[src/rtl/sys1_coin_conditioner.sv]
// Coin switch conditioner for the System 1 INP2 port: each channel is debounced,
// coin events are queued, and every coin is re-emitted as a fixed active-low pulse plus gap.
`timescale 1ns/1ps
module sys1_coin_conditioner #(
   parameter int TICK_DIV    = 48000,
   parameter int DEB_TICKS   = 5,
   parameter int PULSE_TICKS = 100,
   parameter int GAP_TICKS   = 100,
   parameter int QMAX        = 7
) (
   input  logic       clk_sys,
   input  logic       reset,
   input  logic [1:0] coin_in,
   output logic [1:0] coin_out_n,
   output logic [1:0] coin_busy,
   output logic [1:0] coin_ovf
);
   localparam int DIV_W   = $clog2(TICK_DIV);
   localparam int DEB_W   = (DEB_TICKS > 1) ? $clog2(DEB_TICKS) : 1;
   localparam int PEND_W  = $clog2(QMAX + 1);
   localparam int TMR_MAX = (PULSE_TICKS > GAP_TICKS) ? PULSE_TICKS : GAP_TICKS;
   localparam int TMR_W   = (TMR_MAX > 1) ? $clog2(TMR_MAX) : 1;

   typedef enum logic [1:0] {
      S_IDLE  = 2'd0,
      S_PULSE = 2'd1,
      S_GAP   = 2'd2
   } state_t;

   logic [DIV_W-1:0] div_q, div_d;
   logic             tick;

   // Shared timebase: one tick per TICK_DIV clocks, paces debounce and pulse timers.
   assign tick = (div_q == DIV_W'(TICK_DIV - 1));

   always_comb begin
      div_d = div_q + DIV_W'(1);
      if (tick) div_d = '0;
   end

   always_ff @(posedge clk_sys) begin
      if (reset) div_q <= '0;
      else       div_q <= div_d;
   end

   for (genvar g = 0; g < 2; g++) begin : g_ch
      logic              deb_q, deb_d;
      logic [DEB_W-1:0]  dcnt_q, dcnt_d;
      logic              evt_q, evt_d;
      logic [PEND_W-1:0] pend_q, pend_d;
      state_t            st_q, st_d;
      logic [TMR_W-1:0]  tmr_q, tmr_d;
      logic              out_n_q, out_n_d;
      logic              busy_q, busy_d;
      logic              ovf_q, ovf_d;
      logic              deq;

      // Debounce: evt flags the cycle deb is accepted high (rising edge only).
      always_comb begin
         deb_d  = deb_q;
         dcnt_d = dcnt_q;
         evt_d  = 1'b0;
         if (tick) begin
            if (coin_in[g] == deb_q) begin
               dcnt_d = '0;
            end else if (dcnt_q == DEB_W'(DEB_TICKS - 1)) begin
               deb_d  = coin_in[g];
               dcnt_d = '0;
               evt_d  = coin_in[g];
            end else begin
               dcnt_d = dcnt_q + DEB_W'(1);
            end
         end
      end

      // Pending queue: an event coinciding with a dequeue nets to no change and never overflows.
      always_comb begin
         pend_d = pend_q;
         ovf_d  = 1'b0;
         if (evt_q && !deq) begin
            if (pend_q == PEND_W'(QMAX)) ovf_d  = 1'b1;
            else                         pend_d = pend_q + PEND_W'(1);
         end else if (!evt_q && deq) begin
            pend_d = pend_q - PEND_W'(1);
         end
      end

      always_comb begin
         st_d  = st_q;
         tmr_d = tmr_q;
         deq   = 1'b0;
         case (st_q)
            S_IDLE: begin
               if (pend_q != '0) begin
                  st_d  = S_PULSE;
                  tmr_d = '0;
                  deq   = 1'b1;
               end
            end
            S_PULSE: begin
               if (tick) begin
                  if (tmr_q == TMR_W'(PULSE_TICKS - 1)) begin
                     st_d  = S_GAP;
                     tmr_d = '0;
                  end else begin
                     tmr_d = tmr_q + TMR_W'(1);
                  end
               end
            end
            S_GAP: begin
               if (tick) begin
                  if (tmr_q == TMR_W'(GAP_TICKS - 1)) st_d  = S_IDLE;
                  else                                tmr_d = tmr_q + TMR_W'(1);
               end
            end
            default: st_d = S_IDLE;
         endcase
      end

      // Outputs are registered from next-state values so the pin moves on the transition edge.
      always_comb begin
         out_n_d = (st_d != S_PULSE);
         busy_d  = (st_d != S_IDLE) || (pend_d != '0);
      end

      always_ff @(posedge clk_sys) begin
         if (reset) begin
            st_q  <= S_IDLE;
            tmr_q <= '0;
         end else begin
            st_q  <= st_d;
            tmr_q <= tmr_d;
         end
      end

      always_ff @(posedge clk_sys) begin
         if (reset) begin
            deb_q   <= 1'b0;
            dcnt_q  <= '0;
            evt_q   <= 1'b0;
            pend_q  <= '0;
            out_n_q <= 1'b1;
            busy_q  <= 1'b0;
            ovf_q   <= 1'b0;
         end else begin
            deb_q   <= deb_d;
            dcnt_q  <= dcnt_d;
            evt_q   <= evt_d;
            pend_q  <= pend_d;
            out_n_q <= out_n_d;
            busy_q  <= busy_d;
            ovf_q   <= ovf_d;
         end
      end

      assign coin_out_n[g] = out_n_q;
      assign coin_busy[g]  = busy_q;
      assign coin_ovf[g]   = ovf_q;
   end

endmodule

[config.mk]
export PLATFORM = sky130hd
export DESIGN_NAME = sys1_coin_conditioner
export DESIGN_NICKNAME = d
export VERILOG_FILES = /design/src/rtl/sys1_coin_conditioner.sv
export SDC_FILE = /design/constraint.sdc
export NUM_CORES = 1
export LEC_CHECK = 0
export ABC_AREA = 0
export BUFFER_PORTS_ARGS = -buffer_cell sky130_fd_sc_hd__buf_2
export CAP_MARGIN = 20
export CORE_ASPECT_RATIO = 0.6
export CORE_MARGIN = 8
export CORE_UTILIZATION = 39
export DETAILED_ROUTE_END_ITERATION = 8
export PLACE_DENSITY = 0.56
export SKIP_LAST_GASP = 1
export SLEW_MARGIN = 20
export SYNTH_ARGS = -nofsm -noshare
export SYNTH_HDL_FRONTEND = slang
export SYNTH_SLANG_ARGS = --single-unit
[constraint.sdc]
create_clock -name clk_sys -period 4.48 [get_ports clk_sys]
set_input_delay 0 -clock clk_sys [delete_from_list [all_inputs] [get_ports clk_sys]]
set_output_delay 0 -clock clk_sys [all_outputs]
set_load 0.01 [all_outputs]
==> results_dict.tcl <==
set metrics [dict create \
    min_period_over_period_pct 62.36 \
    fmax_ghz 0.3580 \
    via_per_inst 5.310 \
    hp-class "in -> reg" \
    dp_slack_ns 1.725 \
    finalClockSkew_ns 0.003747 \
    wirelength_um 6267 \
    period_needed_ns 2.794 \
    fin_cells 465 \
    finalHoldViolations 0 \
    drv_slew 0 \
    grt_setup_unrepaired "no" \
    ios 10 \
    route.detailed.drc 0 \
    swShare_pct 35.13 \
    dr.first_iter.drc_count 201 \
    synth_area_leaders "dfxtp_1 37%, ha_1 8.7%, nor2_1 4.3%" \
    start_util_pct 39.27 \
    io_buffer_count 9 \
    ys.flop_type "dfxtp_1" \
    cts.clk_slew.worst_paths_ns 0.07 \
    clkPwrFrac_pct 25.0 \
    required_ns 4.67 \
    cts_buffers 5 \
    critPathLaunchType "flip-flop" \
    placementRows 25 \
    via_count 2469 \
    ant_nets 0 \
    setup_violations 0 \
    clock_latency_ns 0.29 \
    area_growth_pct 8.364 \
    chipHeight_um 84.18 \
    placed_area_um2 3118 \
    yosysSeqAreaShare_pct 37.10 \
    antenna_found_initial 0 \
    cts_buffer_depth 2 \
    synth_cells 356 \
    status "finished, final reports clean" \
    yosysWarningCount 0 \
    cts_tree "built" \
    dp_cells 456 \
    synth_nets 381 \
    power_report.internal_total_mw 1.023 \
    pwr-share-seq_pct 38.3 \
    syn-cell-area_um2 3022 \
    antennaDiodeCount 0 \
    fin_ws_ns 1.686 \
    async_flop_share_pct 0 \
    cts.htree.levels 2 \
    clock_sinks 56 \
    die_w_um 129.6 \
    drive_gt1_share_pct 6.443 \
    synth_top_area_share_pct 37.10 \
    clockRootBuffer "clkbuf_16" \
    ys_ff_latch 56 \
    power_mw 1.578 \
    yosys.area.top_type "dfxtp_1" \
    first_global_vias 2234 \
    grt_overflow 0 \
    grt_max_degree 35 \
    dr.pass1.iters 4 \
    slew_headroom_pct 38.58 \
    syn_avg_cell_area_um2 8.488 \
    p_switching_mw 0.5542 \
    finalSetupTns_ns 0 \
    worstMarginPinSlew_ns 0.9134 \
    cap_viol_max_count 0 \
    synth_cell_types 50 \
    p_leak_nw 1.193 \
    grt_pass1_wl_um 10780 \
    synth_edf_count 0 \
    gp_congestion 0.7709 \
    cts_setup_buffers 0 \
    cp.arrival_ns 2.98 \
    p_per_area_nw_per_um2 481.8 \
    routedWlPerCell_um 13.48 \
    final_nets 381 \
    path_max_fanout 18 \
    nFillCells 762 \
    dieArea_um2 10910 \
    max-vdd-ir-drop_mv 0.2551 \
    design_area_um2 3274 \
    dp_hpwl_um 4503 \
    critPathKind "reg -> reg" \
    worstRegToRegCells 6 \
    grtUsageTotal_pct 12.05 \
    combPwrFrac_pct 36.7 \
    worstHoldPathCells 3 \
    core_region_area_um2 7695 \
    endpoint_kind "flip-flop" \
]
[cells by family (layout without fill, tap and decap cells)]
family / count (synthesis) / in the layout / share of synthesized area (%)
DFF: 56 / 56 / 37.10
AOI/OAI and AO/OA: 76 / 76 / 16.98
adders and majority gates: 21 / 21 / 8.696
buffers and inverters: 37 / 38 / 5.590
and+or+nand+nor: 146 / 146 / 25.63
xor gates and xnor gates: 16 / 16 / 4.638
muxes: 4 / 4 / 1.366
[power groups by stage]
stage,clock [mW],sequential [mW],combinational [mW]
after floorplan,0,0.604,0.478
after global placement,0,0.614,0.567
after detailed placement,0,0.615,0.569
after CTS,0.407,0.604,0.574
after global routing,0.428,0.612,0.653
final,0.394,0.605,0.579
[registers in the layout, indices dropped and copies added, names as in the netlist]
signal        cells
div_q            16
g_ch.tmr_q       14
g_ch.dcnt_q       6
g_ch.pend_q       6
g_ch.st_q         4
g_ch.busy_q       2
g_ch.deb_q        2
g_ch.evt_q        2
g_ch.out_n_q      2
g_ch.ovf_q        2
[worst max-delay path, cell delays in order (launching register included)]
cell and delay (ns):
dfxtp_1 0.40, ha_1 0.29, nand4_1 0.19, or4_4 0.65, a221oi_1 0.66, o211ai_1 0.20
a32o_1 0.29
[final timing paths]
path	from	end	slack [ns]
max	div_q[0]$_SDFF_PP0_	g_ch[0].tmr_q[6]$_SDFFE_PP0P_	1.69
min	coin_in[1]	g_ch[1].evt_q$_SDFF_PP0_	0.01
min reg2reg	g_ch[0].dcnt_q[1]$_SDFFE_PP0N_	g_ch[0].dcnt_q[1]$_SDFFE_PP0N_	0.48
max reg2reg	div_q[0]$_SDFF_PP0_	g_ch[0].tmr_q[6]$_SDFFE_PP0P_	1.69
[area by class of cell]
cell class	count	area (µm²)	share of cell area, %
Clock buffer	8	146.4	4.471
Inverter	19	71.32	2.178
Multi-Input combinational cell	263	1738	53.08
Sequential cell	56	1121	34.24
Tap cell	108	135.1	4.127
Timing Repair Buffer	11	62.56	1.911
[layout by cell type (no fill, tap or decap), types with 2 or more instances in the layout]
master / count
dfxtp_1: 56
nor2_1: 35
nand2_1: 28
a21oi_1: 23
ha_1: 21
inv_1: 18
o21ai_0: 14
and3_1: 12
xor2_1: 12
nand3_1: 12
nand4_1: 11
buf_2: 9
nand2b_1: 8
a32o_1: 8
nor3_1: 7
nor4_1: 6
o211ai_1: 6
o31ai_1: 6
nor3b_1: 5
or4_1: 5
clkbuf_16: 5
xnor2_1: 4
a211oi_1: 3
mux2i_1: 3
or3_1: 3
nand4b_1: 2
a221o_1: 2
o21a_1: 2
a311oi_1: 2
nand3b_1: 2
or3b_2: 2
a41oi_1: 2
clkbuf_1: 2
[what timing repair did]
item                      CTS  global route
hold endpoints to repair    1             0
hold buffers                1             0
resized for setup           0             0
[per-layer routing]
metal	track usage [%]	wire length (µm)	vias to the layer above
li1	-	-	1293
met1	17.93	3474	1134
met2	16.28	2418	35
met3	2.973	307	7
met4	3.774	68	0
met5	0	0	-
[metrics by stage]
| stage | util, % | hold slack (ns) |
|---|---|---|
| floorplan | - | 0.1328 |
| global placement | 40.52 | 0.2886 |
| detailed placement | 40.52 | 0.2826 |
| CTS | 42.55 | 0.009349 |
| global route | 42.55 | 0.01717 |
| finish | 42.55 | 0.009571 |
[Yosys cell counts, types with 3 or more instances]
master,n
dfxtp_1,56
nor2_1,35
nand2_1,28
a21oi_1,23
ha_1,21
inv_1,18
o21ai_0,14
and3_1,12
nand3_1,12
xor2_1,12
clkbuf_1,11
nand4_1,11
a32o_1,8
nand2b_1,8
nor3_1,7
nor4_1,7
buf_4,6
o211ai_1,6
o31ai_1,6
nor3b_1,5
or4_1,5
xnor2_1,4
a211oi_1,3
mux2i_1,3
or3_1,3
No activity file was read; power rests on OpenSTA's default activity.
